--- config.mk ---
export PLATFORM = sky130hd
export DESIGN_NAME = gcd_sequencer
export DESIGN_NICKNAME = d
export VERILOG_FILES = /design/src/rtl/gcd_pkg.sv /design/src/rtl/gcd_sequencer.sv
export SDC_FILE = /design/constraint.sdc
export NUM_CORES = 1
export LEC_CHECK = 0
export CAP_MARGIN = 40
export CORE_ASPECT_RATIO = 0.5
export CORE_MARGIN = 1.5
export CORE_UTILIZATION = 43
export DETAILED_ROUTE_END_ITERATION = 10
export PLACE_DENSITY_LB_ADDON = 0.05
export RECOVER_POWER = 25
export SYNTH_ARGS = -nofsm -noshare
export SYNTH_HDL_FRONTEND = slang
export SYNTH_SLANG_ARGS = --single-unit
--- constraint.sdc ---
create_clock -name clk -period 3.8 [get_ports clk]
set_clock_uncertainty 0.2 [all_clocks]
set_input_delay 0.38 -clock clk [delete_from_list [all_inputs] [get_ports clk]]
set_output_delay 0.38 -clock clk [all_outputs]
set_load 0.05 [all_outputs]
--- src/rtl/gcd_pkg.sv ---
// Shared types for the GCD operand sequencer: FSM states, default sizing and
// the result record returned to the consumer.
package gcd_pkg;

  typedef enum logic [1:0] {
    IDLE = 2'd0,
    LOAD = 2'd1,
    RUN  = 2'd2,
    DONE = 2'd3
  } seq_state_e;

  localparam int GCD_NBITS      = 8;
  localparam int GCD_MAX_CYCLES = 300;
  localparam int GCD_CNT_BITS   = $clog2(GCD_MAX_CYCLES + 1);

  typedef struct packed {
    logic [GCD_NBITS-1:0]    gcd;
    logic [GCD_CNT_BITS-1:0] cycles;
    logic                    timeout;
  } gcd_result_t;

endpackage

--- src/rtl/gcd_sequencer.sv ---
// Operand sequencer for the subtraction-GCD core: accepts a pair, loads and runs
// the core, and returns the captured result with run-cycle count and timeout flag.
module gcd_sequencer
  import gcd_pkg::*;
#(
  parameter int NBits     = GCD_NBITS,
  parameter int MaxCycles = GCD_MAX_CYCLES,
  parameter int CntBits   = $clog2(MaxCycles + 1)
) (
  input  logic               clk,
  input  logic               rst,
  input  logic               in_valid,
  output logic               in_ready,
  input  logic [NBits-1:0]   in_x,
  input  logic [NBits-1:0]   in_y,
  output logic [NBits-1:0]   gcd_xi,
  output logic [NBits-1:0]   gcd_yi,
  output logic               gcd_start,
  input  logic [NBits-1:0]   gcd_xo,
  input  logic               gcd_rdy,
  output logic               out_valid,
  input  logic               out_ready,
  output logic [NBits-1:0]   out_gcd,
  output logic [CntBits-1:0] out_cycles,
  output logic               out_timeout,
  output logic               busy
);

  localparam logic [CntBits-1:0] MAX_CNT = CntBits'(MaxCycles);

  seq_state_e         state, state_nxt;
  logic [NBits-1:0]   op_x, op_y;
  logic [CntBits-1:0] cnt, cnt_inc;
  logic               accept;
  logic               run_hit_max;

  assign cnt_inc     = cnt + CntBits'(1);
  assign run_hit_max = (cnt_inc == MAX_CNT);
  assign accept      = in_valid && in_ready;

  always_ff @(posedge clk) begin
    if (!rst) state <= IDLE;
    else      state <= state_nxt;
  end

  always_comb begin
    state_nxt = state;
    case (state)
      IDLE: if (accept) state_nxt = LOAD;
      LOAD: state_nxt = RUN;
      RUN:  if (gcd_rdy || run_hit_max) state_nxt = DONE;
      DONE: if (out_ready) state_nxt = IDLE;
      default: state_nxt = IDLE;
    endcase
  end

  // Operand latch, run counter and result capture; rdy wins over timeout.
  always_ff @(posedge clk) begin
    if (!rst) begin
      op_x        <= '0;
      op_y        <= '0;
      cnt         <= '0;
      out_gcd     <= '0;
      out_cycles  <= '0;
      out_timeout <= 1'b0;
    end else begin
      case (state)
        IDLE: begin
          if (accept) begin
            op_x <= in_x;
            op_y <= in_y;
          end
        end
        LOAD: cnt <= '0;
        RUN: begin
          cnt <= cnt_inc;
          if (gcd_rdy) begin
            out_gcd     <= gcd_xo;
            out_cycles  <= cnt_inc;
            out_timeout <= 1'b0;
          end else if (run_hit_max) begin
            out_gcd     <= '0;
            out_cycles  <= MAX_CNT;
            out_timeout <= 1'b1;
          end
        end
        default: ;
      endcase
    end
  end

  // Outputs decode from state only; rst gating keeps handshakes quiet in reset.
  assign gcd_xi    = op_x;
  assign gcd_yi    = op_y;
  assign gcd_start = (state == RUN);
  assign out_valid = (state == DONE);
  assign in_ready  = rst && (state == IDLE);
  assign busy      = rst && (state != IDLE);

endmodule

==> reports/qor.csv <==
metric,value,unit
rsz0062_at_grt,false,
p_int,0.984,mW
post_cts_buffers,0,
synthFlopType,dfxtp_1,
grt.total_usage,19.3,%
register_area,901,sq um
hp-class,reg -> reg,
drv_cap,0,
die_w,101,um
final_core_util,63.5,%
clkTransAtPathRegs,0.08,ns
drt-wirelength-per-cell,13.0,um
synth_top_area_share,43.3,%
synthToLayoutAreaGrowth,38.2,%
rows,17,
switching_power,0.662,mW
yosys.area.top_type,dfxtp_1,
grt_overflow,0,
vias,1986,
synthTopCellsByArea,"dfxtp_1 (43%), nand2_1 (9.9%), o21ai_0 (6.5%)",
antenna_left,0,
cts_resized,0,
period_share,73.8,%
die_y,52.2,um
n_fill_cell,411,
start_kind,input port,
clk_latency,0.30,ns
holdWs,0.260,ns
grt_max_degree,33,
fin_area,2880,sq um
final_net_count,350,
use_met1,25.1,%
clock_path_buffers,2,
switching_share,40.2,%
setup_violations,0,
seqPwrFrac,35.0,%
cp.arrival,2.22,ns
cp_slowest_cell,clkdlybuf4s50_1,
cp_max_fo,18,
slowest_delay,0.83,ns
synth_cell_types,38,
power.density,572,nW/um^2
viasPerCell,5.19,
netlist_area,2080,sq um
syn-instance-count,258,
syn_avg_cell_area,8.07,sq um
hpwl,3430,um
fmax,0.357,GHz
routed_wl,4980,um
use_met3,5.73,%
fin_tns_setup,0,ns
die_area,5290,sq um
ys_ff_latch,45,
required,3.22,ns
ios,67,
max_slew_margin,42.5,%
numPortBuffers,66,
critPathTopFamily,buffers and inverters,
clockPowerShare,22.7,%
cpMostUsedCell,clkdlybuf4s50_1,
diodes,0,
multiInputGateArea,1070,sq um
drt_pass1_iterations,4,
status,"finished, final reports clean",
drv_slew,0,
drt-initial-drc-count,96,
gp_congestion,0.849,
final_cell_mix,"nand2_1 (55), clkdlybuf4s50_1 (47), dfxtp_1 (45), o21ai_0 (27), a21oi_1 (25)",
worstPathCellList,clkdlybuf4s50_1 -> and2_1 -> clkdlybuf4s50_1,
syn-num-nets,292,
grt_pass1_wl,8010,um
cts_inserted_buffers,5,
crit_buf_inv,2,
critPathKind,in -> out,
final_common_cell,nand2_1,
post-route-min-period,2.80,ns
postPlaceCellArea,2760,sq um
tritoncts,done,
grt_use_met2,32.3,%
drc,0,
clockRootBuffer,clkbuf_8,
peakVddDrop,0.000293,V
yosysSeqAreaShare,43.3,%
antenna_found_initial,0,
hold_buffers,0,
synth_edf_count,0,
synthArstFlopShare,0,%
power.combinational.fraction,42.3,%
top_usage_layer,met2,
start_util,46.0,%
end_kind,output pin,
synth_warnings,0,
dpl.cell_count,375,
layout-drive-gt1-share,5.05,%
clock_sinks,45,
tightest_slew,0.862,ns
final_cells,383,
leakagePower,1.04,nW
hold_violations,0,
grt_pass1_vias,1773,
coreArea,4530,sq um
htreeDepth,2,
[synthesized netlist by cell type, drive strengths merged, types with 2 or more instances]
| master | n |
|---|---|
| a21boi | 2 |
| a21oi | 25 |
| a22o | 2 |
| a311oi | 9 |
| a31oi | 4 |
| and2 | 2 |
| and3 | 3 |
| buf | 4 |
| clkbuf | 14 |
| dfxtp | 45 |
| ha | 5 |
| inv | 7 |
| mux2i | 2 |
| nand2 | 55 |
| nand2b | 2 |
| nand3 | 5 |
| nor2 | 9 |
| nor2b | 3 |
| nor3 | 6 |
| o21a | 5 |
| o21ai | 28 |
| or3 | 3 |
| xnor2 | 6 |
[power groups by stage]
stage / registers (mW) / clock network, mW / logic, mW
floorplan: 0.768 / 0 / 0.310
global placement: 0.586 / 0 / 0.700
detailed placement: 0.589 / 0 / 0.707
CTS: 0.578 / 0.384 / 0.709
global route: 0.584 / 0.400 / 0.748
finish: 0.576 / 0.374 / 0.696
[cell type report]
cell class	count	share of cell area [%]
repair buffers	69	23.7
clock buffers	7	3.00
inverters	7	0.913
flip-flops and latches	45	31.3
well taps	66	2.87
multi-input cells	188	37.2
clock inverters	1	1.04
[tightest hold or removal path: stages (launching register included)]
cell and delay [ns]:
dfxtp_1 0.33, nand2_1 0.04, o21ai_0 0.06
[logic make-up after synthesis]
kind of cell / synth area share (%)
compound gates: 24.5
xor+xnor: 2.52
fa+ha+maj: 3.00
buf+inv: 5.29
flops: 43.3
mux: 0.962
simple gates: 20.5
[metrics by stage]
step | worst slack, ns | power (mW)
floorplan | 1.40 | 1.08
finish | 0.996 | 1.65
detailed placement | 0.954 | 1.30
global placement | 0.987 | 1.29
global route | 0.797 | 1.73
CTS | 0.983 | 1.67
[per-layer routing]
metal | part of all wire (%) | vias to the layer above
li1 | - | 1010
met5 | 0 | -
met1 | 50 | 902
met4 | 0.060 | 0
met2 | 42 | 72
met3 | 8.1 | 2
[path summary, 6_finish.rpt]
| path | startpoint | to | slack, ns | cells past startpoint |
|---|---|---|---|---|
| setup / recovery | rst | in_ready | 1.0 | 3 |
| hold / removal | out_cycles[5] | out_cycles[5] | 0.26 | 2 |
| setup reg to reg | cnt[0] | out_gcd[4] | 1.20 | 6 |
| hold reg to reg | out_cycles[5] | out_cycles[5] | 0.26 | 2 |
[flip-flops by register name (all words and copies together) (netlist names)]
signal	flops
state	2
out_cycles	9
gcd_yi	8
gcd_xi	8
out_timeout	1
out_gcd	8
cnt	9
No activity file was read; power rests on OpenSTA's default activity.
